==> config.mk <==
export PLATFORM = sky130hd
export DESIGN_NAME = calc_arbiter
export DESIGN_NICKNAME = d
export VERILOG_FILES = /design/src/rtl/calc_arbiter.sv
export SDC_FILE = /design/constraint.sdc
export NUM_CORES = 1
export LEC_CHECK = 0
export ABC_AREA = 0
export BUFFER_PORTS_ARGS = -buffer_cell sky130_fd_sc_hd__buf_4
export CORE_ASPECT_RATIO = 2
export CORE_MARGIN = 10
export CORE_UTILIZATION = 32
export CTS_BUF_LIST = sky130_fd_sc_hd__clkbuf_8
export DETAILED_ROUTE_END_ITERATION = 8
export GPL_ROUTABILITY_DRIVEN = 0
export PLACE_DENSITY = 0.58
export SLEW_MARGIN = 15
export SYNTH_ARGS = -nofsm -noshare
export SYNTH_HDL_FRONTEND = slang
export SYNTH_SLANG_ARGS = --single-unit
==> constraint.sdc <==
create_clock -name clk -period 2.1 [get_ports clk]
set_input_delay 0.63 -clock clk [delete_from_list [all_inputs] [get_ports clk]]
set_output_delay 0.63 -clock clk [all_outputs]
set_load 0.005 [all_outputs]
==> src/rtl/calc_arbiter.sv <==
// Two-requester front end for a shared calculator.
// Round-robin grant, single issue, timeout and init abort.
module calc_arbiter #(
   parameter int TIMEOUT = 16
) (
   input  logic       clk,
   input  logic       rst,
   input  logic       req0,
   input  logic       req1,
   input  logic [4:0] a0,
   input  logic [4:0] a1,
   input  logic [4:0] b0,
   input  logic [4:0] b1,
   input  logic [1:0] op0,
   input  logic [1:0] op1,
   output logic       ack0,
   output logic       ack1,
   output logic       done0,
   output logic       done1,
   output logic       err0,
   output logic       err1,
   output logic [4:0] result0,
   output logic [4:0] result1,
   output logic [4:0] calc_a,
   output logic [4:0] calc_b,
   output logic [1:0] calc_op_code,
   output logic       calc_op_code_valid,
   input  logic       calc_data_ready,
   input  logic [4:0] calc_z,
   input  logic       calc_initializing,
   output logic       busy
);

   typedef enum logic [1:0] {
      IDLE,
      ISSUE,
      WAIT,
      RESP
   } state_t;

   localparam logic [7:0] TMO_LAST = 8'(TIMEOUT - 1);

   state_t     state;
   logic [7:0] cnt;
   logic       gnt;
   logic       last_gnt;
   logic       error;

   logic       pick;
   logic       abort;
   logic       success;
   logic       tmo;
   logic       to_resp;
   logic       resp_err;

   // Next grant and the three ways out of ISSUE/WAIT
   always_comb begin
      pick     = (req0 && req1) ? ~last_gnt : req1;
      abort    = ((state == ISSUE) || (state == WAIT))
                 && calc_initializing;
      success  = (state == WAIT) && !calc_initializing
                 && calc_data_ready;
      tmo      = (state == WAIT) && !calc_initializing
                 && !calc_data_ready && (cnt == TMO_LAST);
      to_resp  = abort || success || tmo;
      resp_err = abort || tmo;
   end

   // Main FSM; every output is a register written here
   always_ff @(posedge clk) begin
      if (!rst) begin
         state              <= IDLE;
         cnt                <= '0;
         gnt                <= 1'b0;
         last_gnt           <= 1'b1;
         error              <= 1'b0;
         ack0               <= 1'b0;
         ack1               <= 1'b0;
         done0              <= 1'b0;
         done1              <= 1'b0;
         err0               <= 1'b0;
         err1               <= 1'b0;
         result0            <= '0;
         result1            <= '0;
         calc_a             <= '0;
         calc_b             <= '0;
         calc_op_code       <= '0;
         calc_op_code_valid <= 1'b0;
         busy               <= 1'b0;
      end else begin
         ack0               <= 1'b0;
         ack1               <= 1'b0;
         done0              <= 1'b0;
         done1              <= 1'b0;
         err0               <= 1'b0;
         err1               <= 1'b0;
         calc_op_code_valid <= 1'b0;
         unique case (state)
            IDLE: begin
               if (!calc_initializing && (req0 || req1)) begin
                  gnt                <= pick;
                  last_gnt           <= pick;
                  calc_a             <= pick ? a1 : a0;
                  calc_b             <= pick ? b1 : b0;
                  calc_op_code       <= pick ? op1 : op0;
                  ack0               <= ~pick;
                  ack1               <= pick;
                  calc_op_code_valid <= 1'b1;
                  busy               <= 1'b1;
                  state              <= ISSUE;
               end
            end
            ISSUE, WAIT: begin
               cnt <= (state == ISSUE) ? 8'd0 : cnt + 8'd1;
               if (to_resp) begin
                  state <= RESP;
                  error <= resp_err;
                  done0 <= ~gnt;
                  done1 <= gnt;
                  err0  <= ~gnt && resp_err;
                  err1  <= gnt && resp_err;
                  if (success && !gnt) result0 <= calc_z;
                  if (success && gnt)  result1 <= calc_z;
               end else begin
                  state <= WAIT;
               end
            end
            RESP: begin
               state <= IDLE;
               busy  <= 1'b0;
               error <= 1'b0;
            end
            default: state <= IDLE;
         endcase
      end
   end

endmodule

; ---- Word level (Yosys, flattened, before mapping)
; Cells that the tools add are included.
[totals]
output_inout_bits = 30
reg_bits = 42
input_bits = 35
wordCells = 66
[classes]
n_eq_ne = 5
mux = 11
n_reduce_logical = 29
n_addsub = 1
n_bitwise = 3
[op_table]
columns = operator, count
row1 = $reduce_and 3->1, 4
row2 = $logic_and 1x1->1, 11
row3 = $mux 5, 2
row4 = $add 8x1->8 const B, 1
row5 = $eq 8x4->1 const B, 1
row6 = $mux 8, 1
row7 = $pmux 2 s3, 1
row8 = $reduce_and 2->1, 3
row9 = $logic_or 1x1->1, 5
row10 = $eq 2x2->1 const B, 2
row11 = $mux 1, 4
row12 = $mux 2, 2
row13 = $logic_not 1->1, 3
row14 = $not 1->1, 3
row15 = $eq 2x1->1 const B, 1
row16 = $logic_not 2->1, 1
row17 = $ne 2x2->1 const B, 1
row18 = $pmux 1 s2, 1
row19 = $reduce_bool 2->1, 1
row20 = $reduce_or 2->1, 1

; ---- Depth between registers and ports, before layout
; Gate-level depths: netlist (run 1).
[depth]
word_depth = 7
mapped_depth = 7
depth_no_buf = 6

; ---- Least setup slack after synthesis (run 1)
; OpenSTA, ideal clock, no wires.
[synth_path]
kind = reg2reg
startpoint = register state[0]
endpoint = register result1[0]
setup_time_ns = 0.117
path_buffers = 1
path_slack_ns = 0.562
arrival_time_ns = 1.422
path_stages_with_launch = 7
required_time_ns = 1.983
period_less_slack_ns = 1.538
path_cell_list = dfxtp_1 > inv_1 > ha_1 > buf_2 > nand4_1 > mux2i_1 > nor2b_1
[synth_via]
elab_chain_cells = 6
word_cells_on_any_way = 13
classes_between = eq/ne (2) / reduce/logical (11)
[synth_lines]
columns = item, line_no
row1 = start: declaration, 43  ; state_t state;
row2 = start signal: assignment, 72  ; state <= IDLE;
row3 = start signal: assignment, 110  ; state <= ISSUE;
row4 = start signal: assignment, 116  ; state <= RESP;
row5 = $eq 2x1->1 / $eq 2x2->1 (equally long branches), -
row6 = $logic_or 1x1->1 / $logic_and 1x1->1 (equally long branches), "59, 61, 63"
row7 = $logic_and 1x1->1 (on tied branches), "60, 62, 64"
row8 = $logic_or 1x1->1 / $logic_and 1x1->1 (equally long branches), "65, 64"
row9 = $logic_or 1x1->1, 65  ; to_resp = abort || success || tmo;
row10 = $reduce_and 3->1 (no source line) (*), -
row11 = end signal: assignment, 123  ; if (success && gnt) result1 <= calc_z;
row12 = end: declaration, 23  ; output logic [4:0] result1,
; Mark *: on every way between the ends. The rest lies on a longest branch, timed or not.
; A chain may end at the register's enable or synchronous reset.

; ---- Final worst setup path (run 1)
[layout_path]
startpoint = register state[0]
endpoint = register cnt[5]
[layout_via]
elab_chain_cells = 2
word_cells_on_any_way = 4
classes_between = eq/ne (2) / mux (1) / reduce/logical (1)
[layout_lines]
columns = item, line_no
row1 = $eq 2x1->1 / $eq 2x2->1 (equally long branches), "98, 114"
row2 = $mux 8 / $reduce_or 2->1 (equally long branches), "114, 98"
row3 = end signal: assignment, 114  ; cnt <= (state == ISSUE) ? 8'd0 : cnt + 8'd1;
row4 = end: declaration, 44  ; logic [7:0] cnt;
; Several ways; a longest one is shown, not always the timed one.

==> out/qor.json, run 1 <==
{
  "run_status": {
    "run_status": "finished, final reports clean"
  },
  "detailed_routing": {
    "remaining_drc_errors": 0,
    "avgViaCountPerCell": 4.73,
    "drt_first_iter_violations": 44,
    "final_antenna_violating_net_count": 0,
    "routed_vias": 1439,
    "post_drt_wl_per_cell_um": 14.1,
    "routed_wirelength_um": 4300,
    "initial_drt_pass_iterations": 3
  },
  "grt": {
    "pin_count_of_the_biggest_net_entering_global_routing": 33,
    "number_of_global_route_vias_before_repair": 1588,
    "wire_length_of_the_first_global_routing_pass_um": 7090,
    "antenna_found_initial": 0,
    "grt_remaining_overflow": 0,
    "grt_usage_pct": 9.54
  },
  "clock_tree": {
    "clk-insertion-delay-late_ps": 290,
    "cts_root_buf": "sky130_fd_sc_hd__clkbuf_8",
    "cts_repair_resize_count": 0,
    "cts_sinks": 42,
    "postCtsHoldBufs": 0,
    "worst_setup_hold_path_clk_slew_ps": 70,
    "cts_post_setup_buffers_inserted": 0,
    "cts_tree": "built",
    "cts.path.max_buffers": 2,
    "numCtsBuffers": 5,
    "ctsHtreeMaxLevel": 2
  },
  "worst_setup_path": {
    "worstPathRequired_ps": 2320,
    "critPathLaunchType": "flop",
    "timing_worst_setup_path_type": "reg2reg",
    "arrival_ps": 2060,
    "delay_heaviest_family_cp": "simple AND/OR/NAND/NOR gates",
    "cp_cell_sequence": "inv_1, ha_1, nand4_1, or3_1, a21oi_1",
    "critPathMaxFanout": 12,
    "worst_setup_path_end_kind": "flop",
    "critical_path.slowest_cell": "sky130_fd_sc_hd__ha_1",
    "max_stage_delay_ps": 510,
    "r2r_setup_slack_ps": 260,
    "crit_buf_inv": 1
  },
  "timing": {
    "timing.final.hold_violations": 0,
    "min_period_over_period_pct": 87.8,
    "tns_ps": 0,
    "timing.fmax_mhz": 542,
    "slew-limit-headroom_pct": 71.2,
    "period_needed_ps": 1840,
    "post-route-worst-setup-slack_ps": 256,
    "grt_setup_unrepaired": "no",
    "worst_slew_pin_slew_ps": 426,
    "final_setup_skew_ps": 4.59,
    "slew_viol_final": 0,
    "finalSetupViolCount": 0
  },
  "floorplan": {
    "floorplan.initialDensity_pct": 32.8,
    "boundaryPins": 65,
    "std_cell_rows": 38,
    "standard_cell_core_area_sq_um": 5420,
    "fp.dieH_um": 125,
    "dieArea_sq_um": 9110,
    "dieWidth_um": 72.7
  },
  "synth": {
    "yosysSeqAreaShare_pct": 47.3,
    "syn_inst": 176,
    "synthDistinctLibCells": 31,
    "synth_seq_cells": 42,
    "synth_area_sq_um": 1780,
    "yosysWarnings": 0,
    "synthesis.area_per_instance_sq_um": 10.1,
    "synthesized_nets": 216
  },
  "place": {
    "pre_cts_ws_ps": 253,
    "hpwlAfterDp_um": 3420,
    "dp_cells": 296,
    "io_port_bufs": 64
  },
  "pwr": {
    "pwr_density_nw_per_um2": 938,
    "ir_drop_uv": 571,
    "power.leakage_nw": 1.21,
    "p_total_mw": 2.28
  },
  "layout": {
    "final_nets": 283,
    "post_route_cells_drive_above_1_share_pct": 32.4,
    "final_core_utilization_pct": 44.8,
    "flow.area_growth_from_synthesis_pct": 36.5,
    "n_antenna_cell": 0,
    "stdcell_count": 304
  },
  "hold_path": {
    "worstHoldPathType": "reg2reg"
  },
  "run": {
    "timing.max_cap.violations": 0
  }
}
==> final cells by class <==
| type | count | area (sq um) |
|---|---|---|
| Inverter | 4 | 15.0 |
| Clock buffer | 5 | 68.8 |
| Sequential cell | 42 | 841 |
| Timing Repair Buffer | 68 | 510 |
| Fill cell | 561 | 2990 |
| Tap cell | 60 | 75.1 |
| Multi-Input combinational cell | 122 | 876 |
| Clock inverter | 3 | 40.0 |
==> registers in the layout, indices dropped and copies added (netlist names), 2 cells and up <==
name and flops:
cnt 8, calc_op_code 2, calc_a 5, state 2, calc_b 5, result1 5, result0 5
==> final timing paths <==
check	from	endpoint	cells after the start
max	state[0]	cnt[5]	5
min	cnt[7]	cnt[7]	2
max reg2reg	state[0]	cnt[5]	5
min reg2reg	cnt[7]	cnt[7]	2
==> tightest hold or removal path, cell delays in order (launching register included) <==
cell,delay (ps)
sky130_fd_sc_hd__dfxtp_1,320
sky130_fd_sc_hd__o21ai_0,70
sky130_fd_sc_hd__a21oi_1,60
==> layout by cell type (no fill, tap or decap), types with 3 or more instances in the layout <==
cell                        n
sky130_fd_sc_hd__nor2b_1   12
sky130_fd_sc_hd__mux2i_1   23
sky130_fd_sc_hd__o211a_1   13
sky130_fd_sc_hd__a21oi_1    3
sky130_fd_sc_hd__buf_4     68
sky130_fd_sc_hd__nor2_1     9
sky130_fd_sc_hd__clkbuf_8   5
sky130_fd_sc_hd__ha_1       5
sky130_fd_sc_hd__xor2_1     4
sky130_fd_sc_hd__o21ai_0    4
sky130_fd_sc_hd__nand4_1    4
sky130_fd_sc_hd__inv_1      4
sky130_fd_sc_hd__dfxtp_1   42
sky130_fd_sc_hd__nand2_1   24
==> per-stage QoR <==
stage / area, sq um / hold WS (ps)
after CTS: 2430 / 495
after detailed placement: 2320 / 484
after global routing: 2430 / 526
final: 2430 / 494
after floorplan: 1780 / 435
after global placement: 2320 / 479
==> metal layers <==
layer | part of all wire, % | track usage, % | vias to the layer above
li1 | - | - | 740
met1 | 36 | 8.82 | 653
met2 | 54 | 17.1 | 41
met3 | 8.4 | 4.43 | 5
met4 | 1.6 | 3.71 | 0
met5 | 0 | 0 | -
==> cell families (layout without fill, tap and decap cells) <==
family,count (synthesis),in the layout,synth area share (%)
AND/OR/NAND/NOR,62,62,17.4
flip-flops,42,42,47.3
AO/OA/AOI/OAI,27,27,13.0
multiplexers,23,23,13.0
buffers and inverters,12,80,3.38
adder cells (fa/ha/maj),5,5,3.52
XOR/XNOR,5,5,2.46
==> synth_stat cells <==
cell type	count	area share [%]
sky130_fd_sc_hd__o21ai_0	4	1.1
sky130_fd_sc_hd__nand4_1	4	1.4
sky130_fd_sc_hd__dfxtp_1	42	47
sky130_fd_sc_hd__a21boi_4	1	1.1
sky130_fd_sc_hd__o21bai_2	1	0.63
sky130_fd_sc_hd__nand3_1	2	0.56
sky130_fd_sc_hd__buf_6	1	0.63
sky130_fd_sc_hd__inv_1	4	0.84
sky130_fd_sc_hd__or3_1	2	0.70
sky130_fd_sc_hd__xnor2_1	1	0.49
sky130_fd_sc_hd__nor4b_1	1	0.49
sky130_fd_sc_hd__a31oi_1	2	0.70
sky130_fd_sc_hd__a21o_1	1	0.42
sky130_fd_sc_hd__buf_4	1	0.42
sky130_fd_sc_hd__and4_1	1	0.49
sky130_fd_sc_hd__buf_2	3	0.84
sky130_fd_sc_hd__a21oi_1	3	0.84
sky130_fd_sc_hd__clkbuf_1	3	0.63
sky130_fd_sc_hd__and2_1	1	0.35
sky130_fd_sc_hd__nor3_1	2	0.56
sky130_fd_sc_hd__nor2_2	1	0.35
sky130_fd_sc_hd__mux2i_1	23	13
sky130_fd_sc_hd__o211a_1	13	7.3
sky130_fd_sc_hd__nor4bb_1	1	0.56
sky130_fd_sc_hd__xor2_1	4	2.0
sky130_fd_sc_hd__nand2_1	24	5.1
sky130_fd_sc_hd__and3_1	2	0.70
sky130_fd_sc_hd__nor2_1	9	1.9
sky130_fd_sc_hd__a21boi_0	2	0.84
sky130_fd_sc_hd__nor2b_1	12	4.2
sky130_fd_sc_hd__ha_1	5	3.5
==> report_power, final <==
part           leakage [nW]  switching [mW]  internal (mW)
combinational         0.813           0.333          0.338
sequential            0.342          0.0738          0.916
clock                0.0579           0.265          0.350
(Power assumes the default switching activity.)
==> run 2, diff against run 1 <==
==> constraint.sdc (replaced) <==
create_clock -name clk -period 2.1 [get_ports clk]
set_input_delay 0.315 -clock clk [delete_from_list [all_inputs] [get_ports clk]]
set_output_delay 0.315 -clock clk [all_outputs]
set_load 0.005 [all_outputs]
==> run 2 against run 1 <==
Sequential share of layout area is 0.25 points higher. Critical endpoint unchanged. Routed wire length grew 3.0%. Highest routed layer unchanged. Critical path type unchanged. Clock power decreased by 14%.
==> out/qor.json, run 2 (synthesis results as in run 1) <==
{
  "hold_path": {
    "worstHoldPathType": "in2reg",
    "min_delay_path_depth": 3
  },
  "detailed_routing": {
    "routed_vias": 1422,
    "avgViaCountPerCell": 4.68,
    "final_antenna_violating_net_count": 0,
    "post_drt_wl_per_cell_um": 14.6,
    "drt_first_iter_violations": 55,
    "initial_drt_pass_iterations": 3,
    "routed_wirelength_um": 4430,
    "remaining_drc_errors": 0
  },
  "layout": {
    "register_area_sq_um": 841,
    "post_route_cells_drive_above_1_share_pct": 32.0,
    "largest_register_ffs": 8,
    "n_antenna_cell": 0,
    "final_area_sq_um": 2410,
    "layout_common_cells": "sky130_fd_sc_hd__buf_4, sky130_fd_sc_hd__dfxtp_1, sky130_fd_sc_hd__nand2_1",
    "final.fill_count": 585,
    "final_nets": 283,
    "top_register": "cnt",
    "final_core_utilization_pct": 44.4,
    "multi_input_area_sq_um": 876,
    "most_frequent_standard_cell_in_the_layout_excluding_fill_and_tap_cells": "sky130_fd_sc_hd__buf_4",
    "flow.area_growth_from_synthesis_pct": 35.6
  },
  "clock_tree": {
    "postCtsHoldBufs": 0,
    "cts_tree": "built",
    "cts_sinks": 42,
    "clk-insertion-delay-late_ps": 290,
    "cts.path.max_buffers": 2,
    "cts_post_setup_buffers_inserted": 0,
    "cts_repair_resize_count": 0,
    "numCtsBuffers": 5,
    "worst_setup_hold_path_clk_slew_ps": 80,
    "cts_root_buf": "sky130_fd_sc_hd__clkbuf_8",
    "ctsHtreeMaxLevel": 2
  },
  "timing": {
    "finalSetupViolCount": 0,
    "slew_viol_final": 0,
    "period_needed_ps": 1660,
    "tns_ps": 0,
    "timing.final.hold_violations": 0,
    "final_setup_skew_ps": 4.74,
    "post-route-worst-setup-slack_ps": 441,
    "grt_setup_unrepaired": "no",
    "min_period_over_period_pct": 79.0,
    "worst_slew_pin_slew_ps": 614,
    "slew-limit-headroom_pct": 59.0,
    "timing.fmax_mhz": 603
  },
  "floorplan": {
    "floorplan.initialDensity_pct": 32.8,
    "standard_cell_core_area_sq_um": 5420,
    "fp.dieH_um": 125,
    "std_cell_rows": 38,
    "dieWidth_um": 72.7,
    "boundaryPins": 65,
    "dieArea_sq_um": 9110
  },
  "pwr": {
    "power.leakage_nw": 1.21,
    "ir_drop_uv": 589,
    "pwr_density_nw_per_um2": 922
  },
  "place": {
    "pre_cts_ws_ps": 444,
    "hpwlAfterDp_um": 3470,
    "postPlaceCellArea_sq_um": 2320,
    "io_port_bufs": 64
  },
  "worst_setup_path": {
    "critical_path.reg2reg.startpoint": "state[0]",
    "worstPathRequired_ps": 2320,
    "timing_worst_setup_path_type": "reg2reg",
    "critical_path.endpoint": "cnt[5]",
    "critPathLaunchType": "flop",
    "critPathMaxFanout": 6,
    "ff2ff_path_depth": 5,
    "worst_setup_path_end_kind": "flop",
    "critical_path.startpoint": "state[0]",
    "arrival_ps": 1880,
    "r2r-end": "cnt[5]",
    "r2r_setup_slack_ps": 440
  },
  "grt": {
    "antenna_found_initial": 0,
    "pin_count_of_the_biggest_net_entering_global_routing": 33,
    "grt_usage_pct": 10.0,
    "grt_remaining_overflow": 0,
    "wire_length_of_the_first_global_routing_pass_um": 7420,
    "number_of_global_route_vias_before_repair": 1571
  },
  "run": {
    "timing.max_cap.violations": 0
  },
  "run_status": {
    "run_status": "finished, final reports clean"
  }
}
## run 2: changes by cell type in the layout (fill, tap and decap cells not counted)
cell and change:
sky130_fd_sc_hd__bufinv_16 -1, sky130_fd_sc_hd__clkbuf_8 +1, sky130_fd_sc_hd__inv_1 +1, sky130_fd_sc_hd__clkinv_2 -1
## run 2: layout make-up
cell class	count	share of cell area, %
well taps	60	3.12
clock buffers	6	3.43
inverters	4	0.623
repair buffers	68	21.2
flip-flops and latches	42	34.9
clock inverters	2	0.364
multi-input cells	122	36.4
## run 2: worst min-delay path by stage
stage	startpoint	to
2_1_floorplan	gnt	done0
3_3_place_gp	cnt[7]	cnt[7]
3_5_place_dp	gnt	done0
4_1_cts	calc_z[0]	result1[0]
5_1_grt	calc_z[2]	result1[2]
6_report	calc_z[0]	result1[0]
## run 2: per-layer routing
| metal | share of wire, % | vias up | routed length [um] | track usage, % |
|---|---|---|---|---|
| met5 | 0 | - | 0 | 0 |
| met4 | 0.81 | 0 | 36 | 3.71 |
| met3 | 7.5 | 2 | 334 | 4.51 |
| met2 | 53 | 41 | 2360 | 17.8 |
| met1 | 38 | 635 | 1690 | 9.57 |
| li1 | - | 744 | - | - |
## run 2: stage by stage
stage          total power, mW  hold WS [ps]  instances
6_report                  2.22           293        304
5_1_grt                   2.39           293        304
4_1_cts                   2.26           282        304
3_5_place_dp              1.72           483        296
3_3_place_gp              1.72           475        296
2_1_floorplan             1.43           435        176
## run 2: where the power goes
group | switching [mW] | total (mW) | internal (mW)
Combinational | 0.344 | 0.700 | 0.356
Clock | 0.267 | 0.527 | 0.261
Sequential | 0.0766 | 0.992 | 0.916
## run 2: critical path, stage by stage (launching register included)
cell and delay, ps:
sky130_fd_sc_hd__dfxtp_1 380, sky130_fd_sc_hd__inv_1 80, sky130_fd_sc_hd__ha_1 380, sky130_fd_sc_hd__nand4_1 210, sky130_fd_sc_hd__or3_1 390, sky130_fd_sc_hd__a21oi_1 140
